File: src/rtl/arm_seq_pkg.sv
// Shared constants, state encoding and level quantizer for the arm level sequencer.
// Fault-latch option is selected with ARM_SEQ_FAULT_LATCH_EN.
package arm_seq_pkg;

    localparam logic [2:0] LVL_MIN  = 3'd0;
    localparam logic [2:0] LVL_ZERO = 3'd2;
    localparam logic [2:0] LVL_MAX  = 3'd4;

    localparam int GATE_W = 4;
    localparam logic [GATE_W-1:0] GATES_OFF = '0;

    localparam logic [1:0] ST_IDLE  = 2'd0;
    localparam logic [1:0] ST_BLANK = 2'd1;
    localparam logic [1:0] ST_APPLY = 2'd2;

    // Round ref*4/256 to nearest level; 11 bits holds the 1148 maximum.
    function automatic logic [2:0] quantize(input logic [7:0] r);
        logic [10:0] s;
        s = {1'b0, r, 2'b00} + 11'd128;
        return s[10:8];
    endfunction

endpackage

File: src/rtl/arm_gate_deadtime.sv
// Dead-time sequencer: blanks turning-on gate bits for DEAD clocks before
// applying a new switch pattern.
module arm_gate_deadtime
    import arm_seq_pkg::*;
#(
    parameter int DEAD = 50
) (
    input  logic              i_clk,
    input  logic              i_rst,
    input  logic              i_enable,
    input  logic              i_kill,
    input  logic [GATE_W-1:0] i_fo,
    output logic [GATE_W-1:0] o_gate,
    output logic              o_busy
);

    localparam int CW = (DEAD > 1) ? $clog2(DEAD) : 1;
    localparam logic [CW-1:0] CNT_LAST = CW'(DEAD - 1);

    logic [1:0]        r_state;
    logic [GATE_W-1:0] r_gate;
    logic [GATE_W-1:0] r_tgt;
    logic [CW-1:0]     r_cnt;

    always_ff @(posedge i_clk or posedge i_rst) begin
        if (i_rst) begin
            r_state <= ST_IDLE;
            r_gate  <= GATES_OFF;
            r_tgt   <= GATES_OFF;
            r_cnt   <= '0;
        end else if (!i_enable || i_kill) begin
            r_state <= ST_IDLE;
            r_gate  <= GATES_OFF;
            r_cnt   <= '0;
        end else begin
            unique case (r_state)
                ST_IDLE: begin
                    if (i_fo != r_gate) begin
                        r_tgt   <= i_fo;
                        r_gate  <= r_gate & i_fo;
                        r_cnt   <= '0;
                        r_state <= ST_BLANK;
                    end
                end
                ST_BLANK: begin
                    // A new pattern mid-blank restarts the full dead time.
                    if (i_fo != r_tgt) begin
                        r_tgt  <= i_fo;
                        r_gate <= r_gate & i_fo;
                        r_cnt  <= '0;
                    end else if (r_cnt == CNT_LAST) begin
                        r_gate  <= r_tgt;
                        r_state <= ST_APPLY;
                    end else begin
                        r_cnt <= r_cnt + CW'(1);
                    end
                end
                ST_APPLY: r_state <= ST_IDLE;
                default:  r_state <= ST_IDLE;
            endcase
        end
    end

    assign o_gate = r_gate;
    assign o_busy = (r_state != ST_IDLE);

endmodule

File: src/rtl/arm_level_sequencer.sv
// Period strobe, slew-limited level and gate sequencing for one converter arm.
// Define ARM_SEQ_FAULT_LATCH_EN to enable the latched external trip.
module arm_level_sequencer
    import arm_seq_pkg::*;
#(
    parameter int PERIOD   = 1000,
    parameter int DEAD     = 50,
    parameter int MAX_STEP = 1
) (
    input  logic              i_clk,
    input  logic              i_rst,
    input  logic              i_enable,
    input  logic [7:0]        i_ref,
    input  logic [GATE_W-1:0] i_fo_in,
    input  logic              i_fault,
    output logic              o_period_flag,
    output logic [2:0]        o_vc_level,
    output logic [GATE_W-1:0] o_gate,
    output logic              o_busy,
    output logic              o_fault_latched
);

    localparam int PW = (PERIOD > 1) ? $clog2(PERIOD) : 1;

    logic [PW-1:0] r_count;
    logic          r_flag;
    logic [2:0]    r_vc;
    logic          w_last;
    logic          w_upd;
    logic          w_trip;
    logic [2:0]    w_tgt;
    logic [2:0]    w_lvl_next;
    int            w_diff;
    int            w_step;

`ifdef ARM_SEQ_FAULT_LATCH_EN
    logic r_fault;

    always_ff @(posedge i_clk or posedge i_rst) begin
        if (i_rst) r_fault <= 1'b0;
        else       r_fault <= r_fault | i_fault;
    end

    assign w_trip          = i_fault | r_fault;
    assign o_fault_latched = r_fault;
`else
    logic w_unused_fault;
    assign w_unused_fault  = i_fault;
    assign w_trip          = 1'b0;
    assign o_fault_latched = 1'b0;
`endif

    assign w_last = (r_count == PW'(PERIOD - 1));
    assign w_upd  = (r_count == PW'(PERIOD - 2));

    always_ff @(posedge i_clk or posedge i_rst) begin
        if (i_rst)          r_count <= '0;
        else if (!i_enable) r_count <= '0;
        else if (w_last)    r_count <= '0;
        else                r_count <= r_count + PW'(1);
    end

    always_comb begin
        w_tgt  = quantize(i_ref);
        w_diff = int'(w_tgt) - int'(r_vc);
        if (w_diff > MAX_STEP)       w_step = int'(r_vc) + MAX_STEP;
        else if (w_diff < -MAX_STEP) w_step = int'(r_vc) - MAX_STEP;
        else                         w_step = int'(w_tgt);
        if (w_step < int'(LVL_MIN)) w_step = int'(LVL_MIN);
        if (w_step > int'(LVL_MAX)) w_step = int'(LVL_MAX);
        w_lvl_next = 3'(w_step);
    end

    // Level settles one clock ahead of the strobe the balancer samples on.
    always_ff @(posedge i_clk or posedge i_rst) begin
        if (i_rst) begin
            r_vc   <= LVL_ZERO;
            r_flag <= 1'b0;
        end else begin
            r_flag <= i_enable && w_last && !w_trip;
            if (w_trip)                r_vc <= LVL_ZERO;
            else if (i_enable && w_upd) r_vc <= w_lvl_next;
        end
    end

    arm_gate_deadtime #(
        .DEAD (DEAD)
    ) u_deadtime (
        .i_clk    (i_clk),
        .i_rst    (i_rst),
        .i_enable (i_enable),
        .i_kill   (w_trip),
        .i_fo     (i_fo_in),
        .o_gate   (o_gate),
        .o_busy   (o_busy)
    );

    assign o_period_flag = r_flag;
    assign o_vc_level    = r_vc;

endmodule
File: config.mk
export PLATFORM = sky130hd
export DESIGN_NAME = arm_level_sequencer
export DESIGN_NICKNAME = d
export VERILOG_FILES = /design/src/rtl/arm_seq_pkg.sv /design/src/rtl/arm_gate_deadtime.sv /design/src/rtl/arm_level_sequencer.sv
export SDC_FILE = /design/constraint.sdc
export NUM_CORES = 1
export LEC_CHECK = 0
export BUFFER_PORTS_ARGS = -buffer_cell sky130_fd_sc_hd__buf_2
export CORE_UTILIZATION = 62
export DETAILED_ROUTE_END_ITERATION = 6
export PLACE_DENSITY = 0.89
export SKIP_CTS_REPAIR_TIMING = 1
export SYNTH_ARGS = -nofsm -noshare
export SYNTH_HDL_FRONTEND = slang
export SYNTH_SLANG_ARGS = --single-unit
File: constraint.sdc
create_clock -name i_clk -period 3.6 [get_ports i_clk]
set_clock_uncertainty 0.2 [all_clocks]
set_input_delay 0.36 -clock i_clk [delete_from_list [all_inputs] [get_ports i_clk]]
set_output_delay 0.36 -clock i_clk [all_outputs]
set_load 0.005 [all_outputs]
* After elaboration in Yosys (flattened, before gate mapping)
Cells that the tools add are included.
Word-level totals: register bits 30, input port bits 16, word-level logic and storage cells 65
Operators by class: add/sub/neg operators 6, order comparisons 4, equality and inequality tests 14, multiplexer cells 24, bitwise operators 1, reductions and logical operators 9
Operators with widths (number):
- 32-bit two-way mux | 3
- 32-bit by 4-bit greater-than comparator with 1-bit output, second input constant | 1
- 32-bit by 1-bit < comparator with 1-bit output, second input constant | 1
- 4-bit two-way mux | 6
- 6-bit two-way mux | 4
- 10-bit == test, second input constant | 2
- 10-bit two-way mux | 2
- 4-bit case mux with 2 select lines | 2
- 6-bit case mux with 2 select lines | 1
- 10-bit by 8-bit adder with 11-bit output, second input constant | 1
- 10-bit by 1-bit adder with 10-bit output, second input constant | 1
- 3-bit AND reduction | 3
- 2-bit two-way mux | 4
- 4-bit != test | 2
- 6-bit by 1-bit adder with 6-bit output, second input constant | 1
- 6-bit == test, second input constant | 1
- 3-bit by 2-bit != test with 1-bit output, second input constant | 2
- 3-bit by 1-bit adder with 4-bit output, second input constant | 1
- 4-bit bitwise AND | 1
- 4-bit by 2-bit greater-than comparator with 1-bit output, second input constant | 1
- 4-bit by 1-bit < comparator with 1-bit output, second input constant | 1
- 2-bit by 1-bit != test with 1-bit output, second input constant | 2
- 4-bit by 2-bit != test with 1-bit output, second input constant | 1
- 4-bit by 3-bit != test with 1-bit output, second input constant | 1
- 11 further kinds | 13

* Logic depth before layout (Yosys ltp)
depth after elaboration 9, gate-level depth with buffers 10

* By module
A second synthesis with hierarchy kept.
Unflattened totals: cell total of the unflattened synthesis 194, area, all modules 1886.8 sq um
By module, submodules not included:
- arm_gate_deadtime | times used 1, cells each 90, area each 944.7 sq um
- arm_level_sequencer | times used 1, cells each 104, area each 942.2 sq um

* Worst setup path before layout
No wires, ideal clock.
path kind input port to flip-flop, from in i_ref[5], to reg r_vc[0], in the netlist o_vc_level[0], setup time 0.092 ns, data arrival time 2.424 ns, path slack 0.884 ns, stages 10, buffers on the path 0, path through ha_1 nor2b_1 or2_2 inv_1 fa_1 or2_1 or2_1 a41oi_1 mux2i_1 o31ai_2
On the way: cells in the longest elaborated chain, start to end 9, elaborated cells on any way between the ends 10
Ends and longest elaborated chain:
- start: declaration | RTL line arm_level_sequencer.sv:13 | input logic [7:0] i_ref,
- 10-bit by 8-bit adder with 11-bit output (*) | RTL line arm_seq_pkg.sv:19 | s = {1'b0, r, 2'b00} + 11'd128;
- 3-bit by 3-bit subtractor with 4-bit output | RTL line arm_level_sequencer.sv:65 | w_diff = int'(w_tgt) - int'(r_vc);
- 4-bit by 1-bit < comparator with 1-bit output | RTL line arm_level_sequencer.sv:67 | else if (w_diff < -MAX_STEP) w_step = int'(r_vc) - MAX_STEP;
- 32-bit two-way mux | RTL line arm_level_sequencer.sv:67
- 32-bit two-way mux (*) | RTL line arm_level_sequencer.sv:66 | if (w_diff > MAX_STEP) w_step = int'(r_vc) + MAX_STEP;
- 32-bit by 1-bit < comparator with 1-bit output | RTL line arm_level_sequencer.sv:69 | if (w_step < int'(LVL_MIN)) w_step = int'(LVL_MIN);
- 32-bit two-way mux (*) | RTL line arm_level_sequencer.sv:69
- 32-bit by 4-bit greater-than comparator with 1-bit output | RTL line arm_level_sequencer.sv:70 | if (w_step > int'(LVL_MAX)) w_step = int'(LVL_MAX);
- 3-bit two-way mux (*) | RTL line arm_level_sequencer.sv:70
- end signal: assignment | RTL line arm_level_sequencer.sv:82 | else if (i_enable && w_upd) r_vc <= w_lvl_next;
- end: declaration | RTL line arm_level_sequencer.sv:27 | logic [2:0] r_vc;
Mark *: on every way between the ends. The rest lies on a longest branch, timed or not. A chain may end at the register's enable or synchronous reset.

* Worst setup path in the final report
Ends and elaborated chain as after synthesis.

==> impl_metrics.env <==
export IMPL_drt_wl_total_mm=3.690
export IMPL_globalplace_congestion=0.9027
export IMPL_yosys_warnings=0
export IMPL_drt_wirelength_per_cell_um=13.72
export IMPL_tightestPinTransition_ns=1.085
export IMPL_fmax_ghz=0.3710
export IMPL_pre_cts_slack_ns=0.6118
export IMPL_cts_max_level=2
export IMPL_grt_pass1_wl_mm=6.196
export IMPL_synth_edff_count=0
export IMPL_syn_nets=232
export IMPL_synth_area_um2=1973
export IMPL_critPathKind="input port to register"
export IMPL_rsz0062_at_grt="no"
export IMPL_netlist_instances=201
export IMPL_grtUsageTotal_pct=24.48
export IMPL_cts_root_buf="clkbuf_4"
export IMPL_r2r_setup_slack_ns=0.94
export IMPL_vias_per_cell=5.781
export IMPL_status="finished clean"
export IMPL_synth_area_per_cell_um2=9.817
export IMPL_r2r_cells=7
export IMPL_final_cell_mix="29 x dfrtp_1, 19 x nor2_1, 18 x buf_2"
export IMPL_fin_crit_ns=2.695
export IMPL_required_ns=3.64
export IMPL_antenna_left=0
export IMPL_grt_overflow=0
export IMPL_dp_hpwl_mm=2.719
export IMPL_drcViolationCount=0
export IMPL_crit_fanout=4
export IMPL_core_area_um2=3028
export IMPL_grt_pass1_vias=1439
export IMPL_antenna_found_initial=0
export IMPL_cap_violations=0
export IMPL_area_growth_syn_to_layout_pct=9.766
export IMPL_synth_cell_type_count=49
export IMPL_drtIter0Drc=90
export IMPL_cts_tree="done"
export IMPL_fin_tns_setup_ns=0
export IMPL_synth_ff_type="dfrtp_1"
export IMPL_fp_dieArea_um2=3412
export IMPL_grt_max_degree=31
export IMPL_ys_ff_latch=30
export IMPL_vias=1555
export IMPL_async_flop_share_pct=100.0
export IMPL_drive_above_1_share_pct=21.33
export IMPL_final_fill_count=226
export IMPL_hold_violations=0
export IMPL_worstPathArrival_ns=2.74
export IMPL_hold_class="input port to asynchronous set/reset pin"
export IMPL_rows=20
export IMPL_numCtsBuffers=5
export IMPL_slew_violations=0
export IMPL_pin_count=26
export IMPL_fin_ws_ns=0.9046
export IMPL_start_util_pct=65.17
export IMPL_relSlewSlack_pct=27.59
export IMPL_irDropWorstVdd_mv=0.2741
export IMPL_portBuffers=18
export IMPL_nets=255
export IMPL_die_h_um=58.42
export IMPL_firstDrtPassIters=4
export IMPL_clk_pin_slew_worst_paths_ns=0.09
export IMPL_antennaDiodeCount=0
export IMPL_power_leakage_nw=1.017
export IMPL_worstSetupStartpointType="input port"
export IMPL_ys_seq_area_share_pct=38.11
export IMPL_setup_viol=0
export IMPL_final_common_cell="dfrtp_1"
export IMPL_clk_latency_ns=0.33
export IMPL_period_share_pct=74.87
export IMPL_cp_end_kind="register"
export IMPL_clockBufferDepth=2
export IMPL_die_w_um=58.42
export IMPL_cts_sinks=30
export IMPL_power_density_nw_per_um2=313.5
-- Yosys cell counts, types with 2 or more instances --
master    count  area share [%]
o31ai_1       2            0.76
a21oi_2       2            0.89
nand4_1       4             1.3
nand2_1      16             3.0
nor2_2        2            0.63
xor2_1        5             2.2
xnor2_2       4             3.3
a21oi_1      12             3.0
dfrtp_1      29              37
or2_2         3            0.95
nand2b_1      2            0.63
and3_1        2            0.63
a41oi_1       2            0.89
nand3_1      10             2.5
nor2b_1       2            0.63
ha_1         14             8.9
mux2_2        4             2.3
or2_1         2            0.63
inv_1        12             2.3
nor2_1       19             3.6
o22ai_1       2            0.63
xnor2_1       4             1.8
and4_1        5             2.2
mux2i_1       7             3.6
o21ai_0      11             2.8
-- worst max-delay path, cell delays in order --
cell     delay [ns]
buf_2          0.12
ha_1           0.20
nor2b_1        0.13
or2_2          0.28
inv_1          0.08
fa_1           0.47
or2_1          0.26
or2_1          0.25
a41oi_1        0.23
mux2i_1        0.12
o31ai_2        0.24
-- metal layers --
metal  part of all wire, %  up-vias  GRT usage [%]
li1                      -      769              -
met2                    49       33          40.39
met5                     0        -              0
met1                    45      749          31.37
met3                   4.3        4          6.593
met4                   1.4        0          8.163
-- cell families (layout without fill, tap and decap cells) --
group,after synthesis,count (layout),share of synthesized area [%]
other cells,1,1,0.1901
flops,30,30,38.11
xor+xnor,14,14,8.116
simple gates,76,76,20.93
fa+ha+maj,15,15,9.892
compound gates,40,40,14.01
mux,11,11,5.834
buf+inv,14,38,2.917
-- stage by stage --
stage / hold slack [ns] / total power, W / utilization [%] / cell area, um^2 / cells
after global placement: 0.2688 / 0.0004729 / 69.55 / 2106 / 261
after global routing: 0.1156 / 0.0007134 / 71.53 / 2166 / 269
final: 0.08776 / 0.0006790 / 71.53 / 2166 / 269
after CTS: 0.1085 / 0.0006871 / 71.53 / 2166 / 269
after floorplan: 0.2462 / 0.0004478 / - / 1973 / 201
after detailed placement: 0.2689 / 0.0004768 / 69.55 / 2106 / 261
-- registers in the layout (all words and copies together) (netlist names) --
register / flops
o_period_flag: 1
o_vc_level: 3
r_count: 10
u_deadtime.o_gate: 4
u_deadtime.r_cnt: 6
u_deadtime.r_state: 2
u_deadtime.r_tgt: 4
-- final cells by class --
type                       count  area (um^2)  share of cell area (%)
clock inverter                 1        5.005                  0.2311
tap                           44        55.05                   2.542
timing repair buffer          18        90.09                   4.159
sequential                    30        752.0                   34.72
multi-input combinational    157         1164                   53.73
inverter                      12        45.04                   2.080
clock buffer                   7        55.05                   2.542
-- worst paths after layout --
path / start / end
worst max-delay path: i_ref[5] / o_vc_level[0]$_DFFE_PP0P_
worst min-delay path: i_rst / u_deadtime.o_gate[3]$_DFFE_PP0P_
worst max register to register: o_vc_level[0]$_DFFE_PP0P_ / o_vc_level[0]$_DFFE_PP0P_
worst min register to register: r_count[0]$_DFF_PP0_ / r_count[0]$_DFF_PP0_
max in group asynchronous: i_rst / r_count[5]$_DFF_PP0_
min in group i_clk: i_fo_in[3] / u_deadtime.r_tgt[3]$_DFFE_PP0P_
-- power breakdown --
part           leakage [nW]  internal [W]  switching, W  total (W)
registers             0.396      0.000348     0.0000131   0.000361
logic                 0.585     0.0000453     0.0000638   0.000109
clock network        0.0353     0.0000945      0.000114   0.000209
No activity file was read; power rests on OpenSTA's default activity.
